`config.mk`:
```
export PLATFORM = sky130hd
export DESIGN_NAME = queue_fifo
export DESIGN_NICKNAME = d
export VERILOG_FILES = /design/src/rtl/queue_fifo.sv
export SDC_FILE = /design/constraint.sdc
export NUM_CORES = 1
export LEC_CHECK = 0
export CAP_MARGIN = 20
export CORE_MARGIN = 2
export CORE_UTILIZATION = 40
export CTS_CLUSTER_DIAMETER = 150
export DETAILED_ROUTE_END_ITERATION = 7
export PLACE_DENSITY = 0.57
export SYNTH_ARGS = -nofsm -noshare
export SYNTH_HDL_FRONTEND = slang
export SYNTH_SLANG_ARGS = --single-unit
```
`constraint.sdc`:
```
create_clock -name clk -period 5.7 [get_ports clk]
set_clock_uncertainty 0.2 [all_clocks]
set_input_delay 0.855 -clock clk [delete_from_list [all_inputs] [get_ports clk]]
set_output_delay 0.855 -clock clk [all_outputs]
set_load 0.01 [all_outputs]
```
`src/rtl/queue_fifo.sv`:
```
// Circular-buffer FIFO: occupancy FSM plus head/tail/count datapath over a 2**LENGTH entry array.
// Optional sticky overflow/underflow flags when QUEUE_OVF_FLAG_EN is defined.
module queue_fifo #(
   parameter int unsigned WIDTH  = 2,
   parameter int unsigned LENGTH = 8
) (
   input  logic              clk,
   input  logic              rst,
   input  logic              push,
   input  logic              pop,
   input  logic              init,
   input  logic [WIDTH-1:0]  data_in,
   output logic [WIDTH-1:0]  data_out,
   output logic              valid_out,
   output logic [LENGTH:0]   count,
   output logic              full,
   output logic              empty,
   output logic              ovf_err,
   output logic              unf_err
);

   localparam int unsigned    DEPTH_I   = 2 ** LENGTH;
   localparam logic [LENGTH:0] DEPTH    = (LENGTH+1)'(DEPTH_I);
   localparam logic [LENGTH:0] ONE      = (LENGTH+1)'(1);
   localparam logic [LENGTH:0] ALMOST   = DEPTH - ONE;

   typedef enum logic [1:0] {
      S_EMPTY = 2'd0,
      S_PART  = 2'd1,
      S_FULL  = 2'd2
   } state_t;

   state_t              state, state_nxt;
   logic [WIDTH-1:0]    mem [DEPTH_I];
   logic [LENGTH-1:0]   head, tail;
   logic                push_ok, pop_ok;
   logic                clear;

   assign clear   = rst | init;
   assign push_ok = push & ~full;
   assign pop_ok  = pop & ~empty;

   // State register
   always_ff @(posedge clk) begin
      if (clear) state <= S_EMPTY;
      else       state <= state_nxt;
   end

   // Next-state logic
   always_comb begin
      state_nxt = state;
      case (state)
         S_EMPTY: if (push_ok) state_nxt = S_PART;
         S_PART: begin
            if (push_ok && !pop_ok && count == ALMOST)   state_nxt = S_FULL;
            else if (pop_ok && !push_ok && count == ONE) state_nxt = S_EMPTY;
         end
         S_FULL:  if (pop_ok) state_nxt = S_PART;
         default: state_nxt = S_EMPTY;
      endcase
   end

   // Flags decoded from the registered state
   always_comb begin
      empty = (state == S_EMPTY);
      full  = (state == S_FULL);
   end

   // Storage is deliberately left uninitialised on reset
   always_ff @(posedge clk) begin
      if (!clear && push_ok) mem[tail] <= data_in;
   end

   always_ff @(posedge clk) begin
      if (clear) begin
         head  <= '0;
         tail  <= '0;
         count <= '0;
      end else begin
         if (push_ok) tail <= tail + 1'b1;
         if (pop_ok)  head <= head + 1'b1;
         case ({push_ok, pop_ok})
            2'b10:   count <= count + ONE;
            2'b01:   count <= count - ONE;
            default: count <= count;
         endcase
      end
   end

   // init keeps the last dequeued value visible
   always_ff @(posedge clk) begin
      if (rst) begin
         data_out  <= '0;
         valid_out <= 1'b0;
      end else if (init) begin
         valid_out <= 1'b0;
      end else begin
         valid_out <= pop_ok;
         if (pop_ok) data_out <= mem[head];
      end
   end

`ifdef QUEUE_OVF_FLAG_EN
   always_ff @(posedge clk) begin
      if (clear) begin
         ovf_err <= 1'b0;
         unf_err <= 1'b0;
      end else begin
         if (push && full) ovf_err <= 1'b1;
         if (pop && empty) unf_err <= 1'b1;
      end
   end
`else
   always_comb begin
      ovf_err = 1'b0;
      unf_err = 1'b0;
   end
`endif

endmodule

```
; Word-level counts from Yosys, hierarchy flattened
; Memory sizes are Yosys's and may differ from the RTL's. A register that Yosys moved wholly into a read port is not among the register bits.
; Cells that the tools add are included.
[op_classes]
addsub = 4
mul = 0
div = 0
magnitude_cmp = 0
n_eq_ne = 9
shift = 0
n_mux = 8
bitwise_logic = 6
n_reduce_logical = 13
[op_table]
columns = operator, n
row1 = case mux 9 bit (2 select lines), 1
row2 = adder 8 x 1 -> 8 bit (second input constant), 2
row3 = adder 9 x 1 -> 9 bit (second input constant), 1
row4 = equality test 9 x 1 -> 1 bit (second input constant), 1
row5 = equality test 9 x 8 -> 1 bit (second input constant), 1
row6 = subtractor 9 x 1 -> 9 bit (second input constant), 1
row7 = two-way mux 2 bit, 4
row8 = case mux 2 bit (3 select lines), 1
row9 = logical AND 1 bit, 5
row10 = equality test 2 x 1 -> 1 bit (second input constant), 2
row11 = equality test 2 bit (second input constant), 2
row12 = inequality test 2 x 1 -> 1 bit (second input constant), 2
row13 = zero test 1 bit, 3
row14 = inequality test 3 bit (second input constant), 1
row15 = inverter 1 bit, 3
row16 = AND reduction 3 bit, 1
row17 = AND 1 bit, 2
row18 = zero test 2 bit, 1
row19 = two-way mux 1 bit, 2
row20 = AND reduction 2 bit, 1
row21 = nonzero test 2 bit, 1
row22 = OR reduction 2 bit, 1
row23 = bitwise OR 1 bit, 1
[word_totals]
reg_bits = 28
latchBits = 0
mem_bits_rw = 512
mem_bits_ro = 0
input_bits = 7
output_inout_bits = 16
n_memories = 1
[mem_list]
columns = name, depth, width, read_ports, rd_clocked_by_memory_dff, write_ports, line
row1 = mem, 256, 2, 1, 1, 1, 34  ; logic [WIDTH-1:0] mem [DEPTH_I];

; Longest topological paths before layout
; Gate-level depths: netlist of run 1.
[logic_depth]
depth_word = 9
mapped_depth = 11
depth_no_buf = 9

; Least setup slack after synthesis of run 1
; OpenSTA, ideal clock, no wires.
[synth_timing]
path_kind = input-to-reg
start = input rst
end = memory mem[240][0], enable pin
setup_time_ns = 0.309
arrival_time_ns = 2.117
t_required_ns = 5.191
setup_slack_ns = 3.073
path_stages = 5
cell_sequence = or2_2 -> clkbuf_1 -> or3_1 -> clkbuf_1 -> nor2_1
[synth_between]
elab_chain_cells = 5
[synth_lines]
columns = item, line
row1 = "start, declared", 8  ; input logic rst,
row2 = bitwise OR 1 bit, 39  ; assign clear = rst | init;
row3 = zero test 1 bit, 71  ; if (!clear && push_ok) mem[tail] <= data_in;
row4 = logical AND 1 bit, 71
row5 = two-way mux 1 bit, 71
row6 = two-way mux 1 bit (implied by the code), 71
row7 = "end, declared", 34
; Every way passes these cells.

==> flow_summary.rst, run 1 <==
.. list-table::
   :header-rows: 1

   * - Metric
     - Value
   * - Synth top area cells
     - sky130_fd_sc_hd__edfxtp_1 (68%), sky130_fd_sc_hd__mux4_2 (11%), sky130_fd_sc_hd__nor2_1 (5.0%)
   * - Vias per cell
     - approximately 5.7
   * - Wire length of the first global-routing pass
     - 86500 um
   * - Initial detailed-routing violation count
     - 1372
   * - Gates resized, CTS repair
     - 0
   * - Total I/O pin count
     - 23
   * - Instance count of the mapped netlist
     - 1448
   * - Crit path time final
     - 3.67 ns
   * - Share of synthesized registers carrying an async set or reset
     - 0%
   * - Path class of the lowest-slack min-delay path
     - register to register
   * - Final core utilization
     - between 40% and 50%
   * - Count of flip-flops with a built-in enable after synthesis
     - between 500 and 600
   * - Final setup violation count
     - 0
   * - Number of nets in the final layout
     - 1463
   * - Post-synthesis cell area
     - ~23000 um^2
   * - Most numerous cell in the Yosys netlist
     - sky130_fd_sc_hd__edfxtp_1
   * - Reg-to-reg setup timing slack
     - 2.03 ns
   * - Initial antenna violation count
     - 0
   * - MaxCap Viol Count
     - 0
   * - IO Port Bufs
     - 20
   * - Final max-slew violation count
     - 0
   * - Worst Path Class, Setup
     - register to register
   * - H-tree level count
     - 2
   * - Number of hold buffers added after CTS
     - 0
   * - Final worst slack
     - 2.03 ns
   * - Top flip-flop cell by instance count after synthesis
     - sky130_fd_sc_hd__edfxtp_1
   * - Final wirelength
     - 58400 um
   * - Dpl ws
     - ~1.6 ns
   * - Actual slew at the worst max-slew pin
     - roughly 1.2 ns
   * - Synth-to-Final Area Change
     - 12.2%
   * - Clk root buf
     - sky130_fd_sc_hd__clkbuf_16
   * - Area inside the core boundary
     - 56200 um^2
   * - Number of global-route vias before repair
     - 13183
   * - Status
     - finished clean
   * - Depth of the worst register-to-register path
     - 8
   * - Number of buffers inserted to repair setup after CTS
     - 0
   * - End of the worst register-to-register path
     - data_out[1]
   * - Crit start category
     - register
   * - Maximum number of pins on one net before global-route repair
     - around 150
   * - Hold path endpoint
     - data_out[0]
   * - Die area
     - 58600 um^2
   * - Ratio of final minimum period to clock period
     - 64.3%
   * - CP endpoint kind
     - register
   * - Synth cell types
     - 54
   * - Highest net fanout along the worst path
     - 50
   * - Final Wtd Congestion
     - ~0.79
   * - Flip-flop and latch count after synthesis
     - 542
   * - RSZ-0062 raised after global routing
     - no
   * - Count of TritonRoute iterations in the first routing pass
     - 7
   * - Latest clock arrival within the worst-skew pair
     - a little over 0.6 ns
   * - Required time at the worst-slack endpoint
     - 5.99 ns
   * - Post-synthesis cell type with the largest combined area
     - sky130_fd_sc_hd__edfxtp_1
   * - Number of warnings printed during yosys synthesis
     - 0
   * - Per-instance average area after synthesis
     - 15.7 um^2
   * - Post-Route Setup TNS
     - 0 ns
   * - Clock buffer depth
     - 3
   * - Fraction of final layout cells with drive strength greater than 1
     - 15.8%
   * - Hold Path Depth
     - 1
   * - Post-synthesis sequential area ratio
     - a little over two thirds
   * - Largest vdd supply drop
     - between 0.15 and 0.2 mV
   * - Most frequent cells after synthesis
     - sky130_fd_sc_hd__edfxtp_1 (512), sky130_fd_sc_hd__nor2_1 (305), sky130_fd_sc_hd__mux4_2 (108)
   * - Cells along the critical path
     - buf_12, nand3b_1, o221ai_1, a211oi_1, a21oi_1, nor3_1, a21oi_1, a221o_1
   * - CP dominant cell by count
     - sky130_fd_sc_hd__a21oi_1
   * - Launching point of the worst reg2reg path
     - head[0]
   * - Hold wc startpoint
     - data_out[0]
   * - Gr ovfl total
     - 0
   * - Detailed-route wire length per cell
     - between 20 and 30 um
   * - Number of hold violations in the final report
     - 0
   * - Remaining antenna violation count
     - 0
   * - Power density over the cells
     - 325 nW/um^2
   * - Post-detailed-route DRC marker count
     - 0
   * - Design Power
     - 0.00827 W
   * - Max Freq
     - ~270 MHz
   * - Horizontal die dimension
     - ~240 um
   * - Core Rows
     - 87
   * - Worst slew margin relative to its limit
     - 17.4%
   * - Slowest stage cell on the critical path
     - sky130_fd_sc_hd__a211oi_1
   * - # clock sinks
     - approximately 540
   * - CTS tree
     - yes
   * - Die Height
     - around 240 um
   * - Sequential cell area
     - 16000 um^2
   * - Data arrival at the endpoint of the critical path
     - slightly below 4 ns
   * - Initial Utilization
     - 40.4%
   * - All-layer global routing usage
     - 19.9%
   * - Placed wire-length estimate
     - 34100 um
   * - Register clock-pin slew on the reported worst setup and hold paths
     - 0.06 ns
   * - Area share of the largest cell type after synthesis
     - 67.8%
   * - Longest individual stage delay on the worst path
     - ~0.7 ns
   * - TritonCTS Buffers
     - 55
   * - Via count
     - 12738
   * - Multi-input gate area
     - 6130 um^2
   * - Leakage power
     - between 7 and 8 nW
   * - Total of fill cells in the finished design
     - 4954
[cells by family (layout without fill, tap and decap cells)]
group                    after synthesis  count (layout)  synth area share, %
XOR/XNOR                              17              17                0.657
multiplexers                         164             164                 13.2
other                                  1               3               0.0165
AND/OR/NAND/NOR                      462             462                 8.54
adder cells (fa/ha/maj)               11              11                0.607
flip-flops                           542             542                 70.5
AO/OA/AOI/OAI                        134             134                 3.90
buffers and inverters                117             158                 2.63
[how the worst max path moves through the flow]
stage	startpoint	end	slack, ns	cells past startpoint
after detailed placement	rst	mem[150][0]	1.56	5
after CTS	head[0]	data_out[1]	2.03	8
after global placement	rst	mem[150][0]	1.65	5
after global routing	head[0]	data_out[1]	1.98	8
after floorplan	rst	mem[240][0]	3.07	5
final	head[0]	data_out[1]	2.03	8
[final cells by class]
cell class / instances / share of cell area [%]
multi-input combinational: 790 / 24.1
timing repair buffer: 44 / 1.78
clock buffer: 63 / 5.65
sequential: 542 / 62.8
tap: 756 / 3.72
inverter: 12 / 0.177
clock inverter: 39 / 1.77
antenna: 1 / 0.00984
[worst max-delay path, delay by kind of cell (launching register included)]
kind	cells	cell delay, ns
AO/OA/AOI/OAI	5	1.51
buffers and inverters	1	0.41
flip-flops	1	0.63
AND/OR/NAND/NOR	2	0.76
[layer usage]
| metal | wire length (um) | share of wire [%] | up-vias | global-route usage, % |
|---|---|---|---|---|
| li1 | - | - | 5551 | - |
| met1 | 24800 | 42 | 6637 | 26.9 |
| met2 | 27600 | 47 | 449 | 31.7 |
| met3 | 4270 | 7.3 | 101 | 5.23 |
| met4 | 1670 | 2.9 | 0 | 6.19 |
| met5 | 0 | 0 | - | 0 |
[stage by stage]
stage / hold slack, ns / std cells / instance area [um^2]
2_1_floorplan: 0.282 / 1449 / 22700
3_3_place_gp: 0.311 / 2143 / 23500
3_5_place_dp: 0.293 / 2143 / 23500
4_1_cts: 0.311 / 2245 / 25400
5_1_grt: 0.341 / 2246 / 25400
6_report: 0.304 / 2247 / 25400
[sequential cells by signal, summed over array words and instances, names as in the netlist]
register and count:
mem 512, count 9, head 8, tail 8, valid_out 1, state 2
data_out 2
[placed cells by master (no fill, tap or decap), types with 18 or more instances in the layout]
master	netlist	layout
sky130_fd_sc_hd__mux4_2	108	108
sky130_fd_sc_hd__clkbuf_16	0	55
sky130_fd_sc_hd__buf_4	8	19
sky130_fd_sc_hd__dfxtp_1	30	27
sky130_fd_sc_hd__nand2_1	57	57
sky130_fd_sc_hd__o21ai_0	20	20
sky130_fd_sc_hd__nand3_1	42	39
sky130_fd_sc_hd__nor2_1	305	304
sky130_fd_sc_hd__mux2i_1	55	55
sky130_fd_sc_hd__a22oi_1	22	22
sky130_fd_sc_hd__a21oi_1	37	37
sky130_fd_sc_hd__clkdlybuf4s50_1	0	18
sky130_fd_sc_hd__edfxtp_1	512	512
[where the power goes]
part	total (W)	leakage [nW]	internal [W]	switching, W
Combinational	0.000147	1.67	0.0000364	0.000110
Sequential	0.00436	4.84	0.00435	0.00000490
Clock	0.00376	0.917	0.00222	0.00154
Total	0.00827	7.43	0.00661	0.00166
Note: power is estimated with default switching activity, not from simulation.
==> run 2, diff against run 1 <==
Clock period 5.7 ns to 3.4 ns, I/O delays scaled along.
==> flow_summary.rst, run 2 (synthesis results as in run 1) <==
.. list-table::
   :header-rows: 1

   * - Metric
     - Value
   * - Crit start category
     - register
   * - CP endpoint kind
     - register
   * - Data arrival at the endpoint of the critical path
     - 3.54 ns
   * - Post-Route Setup TNS
     - 0 ns
   * - Combinational power share
     - 1.9%
   * - MaxCap Viol Count
     - 0
   * - Detailed-route wire length per cell
     - 26.2 um
   * - Gates resized, CTS repair
     - 0
   * - Latest clock arrival within the worst-skew pair
     - 0.61 ns
   * - Max Freq
     - around 310 MHz
   * - Post-detailed-route DRC marker count
     - 0
   * - Dpl ws
     - 0.202 ns
   * - Cell Int Power
     - around 0.011 W
   * - H-tree level count
     - 2
   * - Worst slew margin relative to its limit
     - 48.4%
   * - Routed wire length on met2
     - between 20000 and 30000 um
   * - Vias per cell
     - ~5.7
   * - Hold path endpoint
     - mem[96][1]
   * - Most common cell after layout, fill and taps aside
     - sky130_fd_sc_hd__edfxtp_1
   * - Number of hold buffers added after CTS
     - 0
   * - Required time at the worst-slack endpoint
     - about 3.7 ns
   * - Actual slew at the worst max-slew pin
     - 0.774 ns
   * - Cells after DPL
     - 2202
   * - Switching power total
     - 0.00270 W
   * - CP bufs+invs
     - 1
   * - Placed cell areas
     - 24000 um^2
   * - RSZ-0062 raised after global routing
     - no
   * - Highest net fanout along the worst path
     - 20
   * - Clk root buf
     - sky130_fd_sc_hd__clkbuf_16
   * - Initial antenna violation count
     - 1
   * - Synth-to-Final Area Change
     - 13.9%
   * - Number of nets in the final layout
     - approximately 1500
   * - Horizontal die dimension
     - 242 um
   * - Wire length of the first global-routing pass
     - 88400 um
   * - Gr ovfl total
     - 0
   * - Path class of the lowest-slack min-delay path
     - input pin to register
   * - Die area
     - 58600 um^2
   * - Cells along the critical path
     - nor2b_1, buf_4, a22o_1, nor2_1, a22oi_1, a41oi_1, o21a_1, a221o_1
   * - Maximum number of pins on one net before global-route repair
     - 93
   * - Top reg by flops
     - mem
   * - Crit path time final
     - 3.24 ns
   * - Hold Path Depth
     - 1
   * - Launching point of the worst reg2reg path
     - head[2]
   * - Number of global-route vias before repair
     - 13107
   * - Reg-to-reg setup timing slack
     - roughly 0.16 ns
   * - Final max-slew violation count
     - 0
   * - Area inside the core boundary
     - 56200 um^2
   * - Power density over the cells
     - between 500 and 600 nW/um^2
   * - Flip-flop count of the largest register after layout
     - 512
   * - Longest individual stage delay on the worst path
     - 0.76 ns
   * - Total of fill cells in the finished design
     - approximately 4900
   * - Number of buffers inserted to repair setup after CTS
     - 0
   * - Top Registers
     - mem (512), count (9)
   * - Post-Layout Cell Count
     - 2298
   * - Final Wtd Congestion
     - just over 0.8
   * - Ant. Diodes
     - 0
   * - Total I/O pin count
     - 23
   * - Final setup violation count
     - 0
   * - M1 WL
     - ~25000 um
   * - Status
     - finished clean
   * - Multi-input gate area
     - 6110 um^2
   * - Sequential share of power
     - 53.0%
   * - TritonCTS Buffers
     - 54
   * - Sequential cell area
     - 16000 um^2
   * - Fraction of power spent switching nets
     - 19.6%
   * - Leakage power
     - 7.69 nW
   * - Clock buffer depth
     - 3
   * - Post-route standard cell area excluding fillers
     - about 26000 um^2
   * - IO Port Bufs
     - 20
   * - Placed wire-length estimate
     - 37400 um
   * - Clk network pwr share
     - between 40 and 50%
   * - All-layer global routing usage
     - 20.5%
   * - Hold wc startpoint
     - data_in[1]
   * - Number of hold violations in the final report
     - 0
   * - Die Height
     - 242 um
   * - Uppermost metal layer occupied by signal nets
     - met4
   * - Cell type group with the largest total delay on the critical path
     - compound AO/OA/AOI/OAI gates
   * - Slowest stage cell on the critical path
     - sky130_fd_sc_hd__dfxtp_2
   * - Core Rows
     - 87
   * - Total length of routed met3 wires
     - approximately 4300 um
   * - Final worst slack
     - roughly 0.16 ns
   * - CTS tree
     - yes
   * - Remaining antenna violation count
     - 0
   * - Final worst hold slack
     - between 0.15 and 0.2 ns
   * - Ratio of final minimum period to clock period
     - 95.4%
   * - Depth of the worst register-to-register path
     - 8
   * - Via count
     - 12999
   * - Final wirelength
     - between 60000 and 70000 um
   * - Worst Path Class, Setup
     - register to register
   * - Initial Utilization
     - 40.4%
   * - End of the worst register-to-register path
     - data_out[1]
   * - # clock sinks
     - around 540
   * - Highest-count cells in the layout ignoring fill and taps
     - sky130_fd_sc_hd__edfxtp_1 (512), sky130_fd_sc_hd__nor2_1 (305), sky130_fd_sc_hd__mux4_2 (108)
   * - Count of TritonRoute iterations in the first routing pass
     - 8
   * - Initial detailed-routing violation count
     - between 1000 and 1500
   * - Largest vdd supply drop
     - 0.381 mV
   * - Register clock-pin slew on the reported worst setup and hold paths
     - around 0.07 ns
   * - Fraction of final layout cells with drive strength greater than 1
     - approximately 18%
## run 2: cell types whose count changed in the layout (fill, tap and decap cells not counted), moves of 3 or more
cell / previous run / this run
sky130_fd_sc_hd__clkbuf_8: 3 / 0
sky130_fd_sc_hd__inv_6: 4 / 1
sky130_fd_sc_hd__buf_12: 4 / 9
sky130_fd_sc_hd__clkinvlp_4: 4 / 0
sky130_fd_sc_hd__nand3_2: 3 / 0
sky130_fd_sc_hd__clkbuf_1: 5 / 12
sky130_fd_sc_hd__buf_4: 19 / 73
sky130_fd_sc_hd__clkinv_4: 4 / 0
sky130_fd_sc_hd__nand3_1: 39 / 42
## run 2: final cells by class
type	instances	share of cell area, %
Sequential cell	542	61.9
Multi-Input combinational cell	790	23.7
Clock buffer	67	5.50
Tap cell	756	3.66
Timing Repair Buffer	102	3.60
Clock inverter	29	1.50
Inverter	12	0.174
## run 2: worst max path at each step
stage	endpoint	from	slack (ns)	cells past startpoint
after global routing	data_out[1]	head[0]	0.06	7
after CTS	data_out[1]	head[0]	0.18	7
after floorplan	data_out[1]	head[0]	1.01	8
after detailed placement	data_out[1]	head[0]	0.20	7
after global placement	data_out[1]	head[0]	0.22	7
final	data_out[1]	head[2]	0.16	8
## run 2: power by group through the flow
stage | registers (W) | clock network (W) | logic (W)
2_1_floorplan | 0.00745 | 0 | 0.0000960
3_3_place_gp | 0.00745 | 0 | 0.000259
3_5_place_dp | 0.00745 | 0 | 0.000262
4_1_cts | 0.00730 | 0.00629 | 0.000262
5_1_grt | 0.00730 | 0.00657 | 0.000281
6_report | 0.00730 | 0.00621 | 0.000260
## run 2: per-layer routing
| layer | vias to the layer above | track usage, % |
|---|---|---|
| met2 | 517 | 33.4 |
| met5 | - | 0 |
| li1 | 5658 | - |
| met1 | 6729 | 28.5 |
| met4 | 0 | 5.85 |
| met3 | 95 | 3.48 |
## run 2: metrics by stage
stage / utilization, % / total power [W]
final: 46.0 / 0.0138
after global routing: 46.0 / 0.0141
after CTS: 46.0 / 0.0139
after detailed placement: 42.8 / 0.00771
after global placement: 42.8 / 0.00770
after floorplan: - / 0.00754
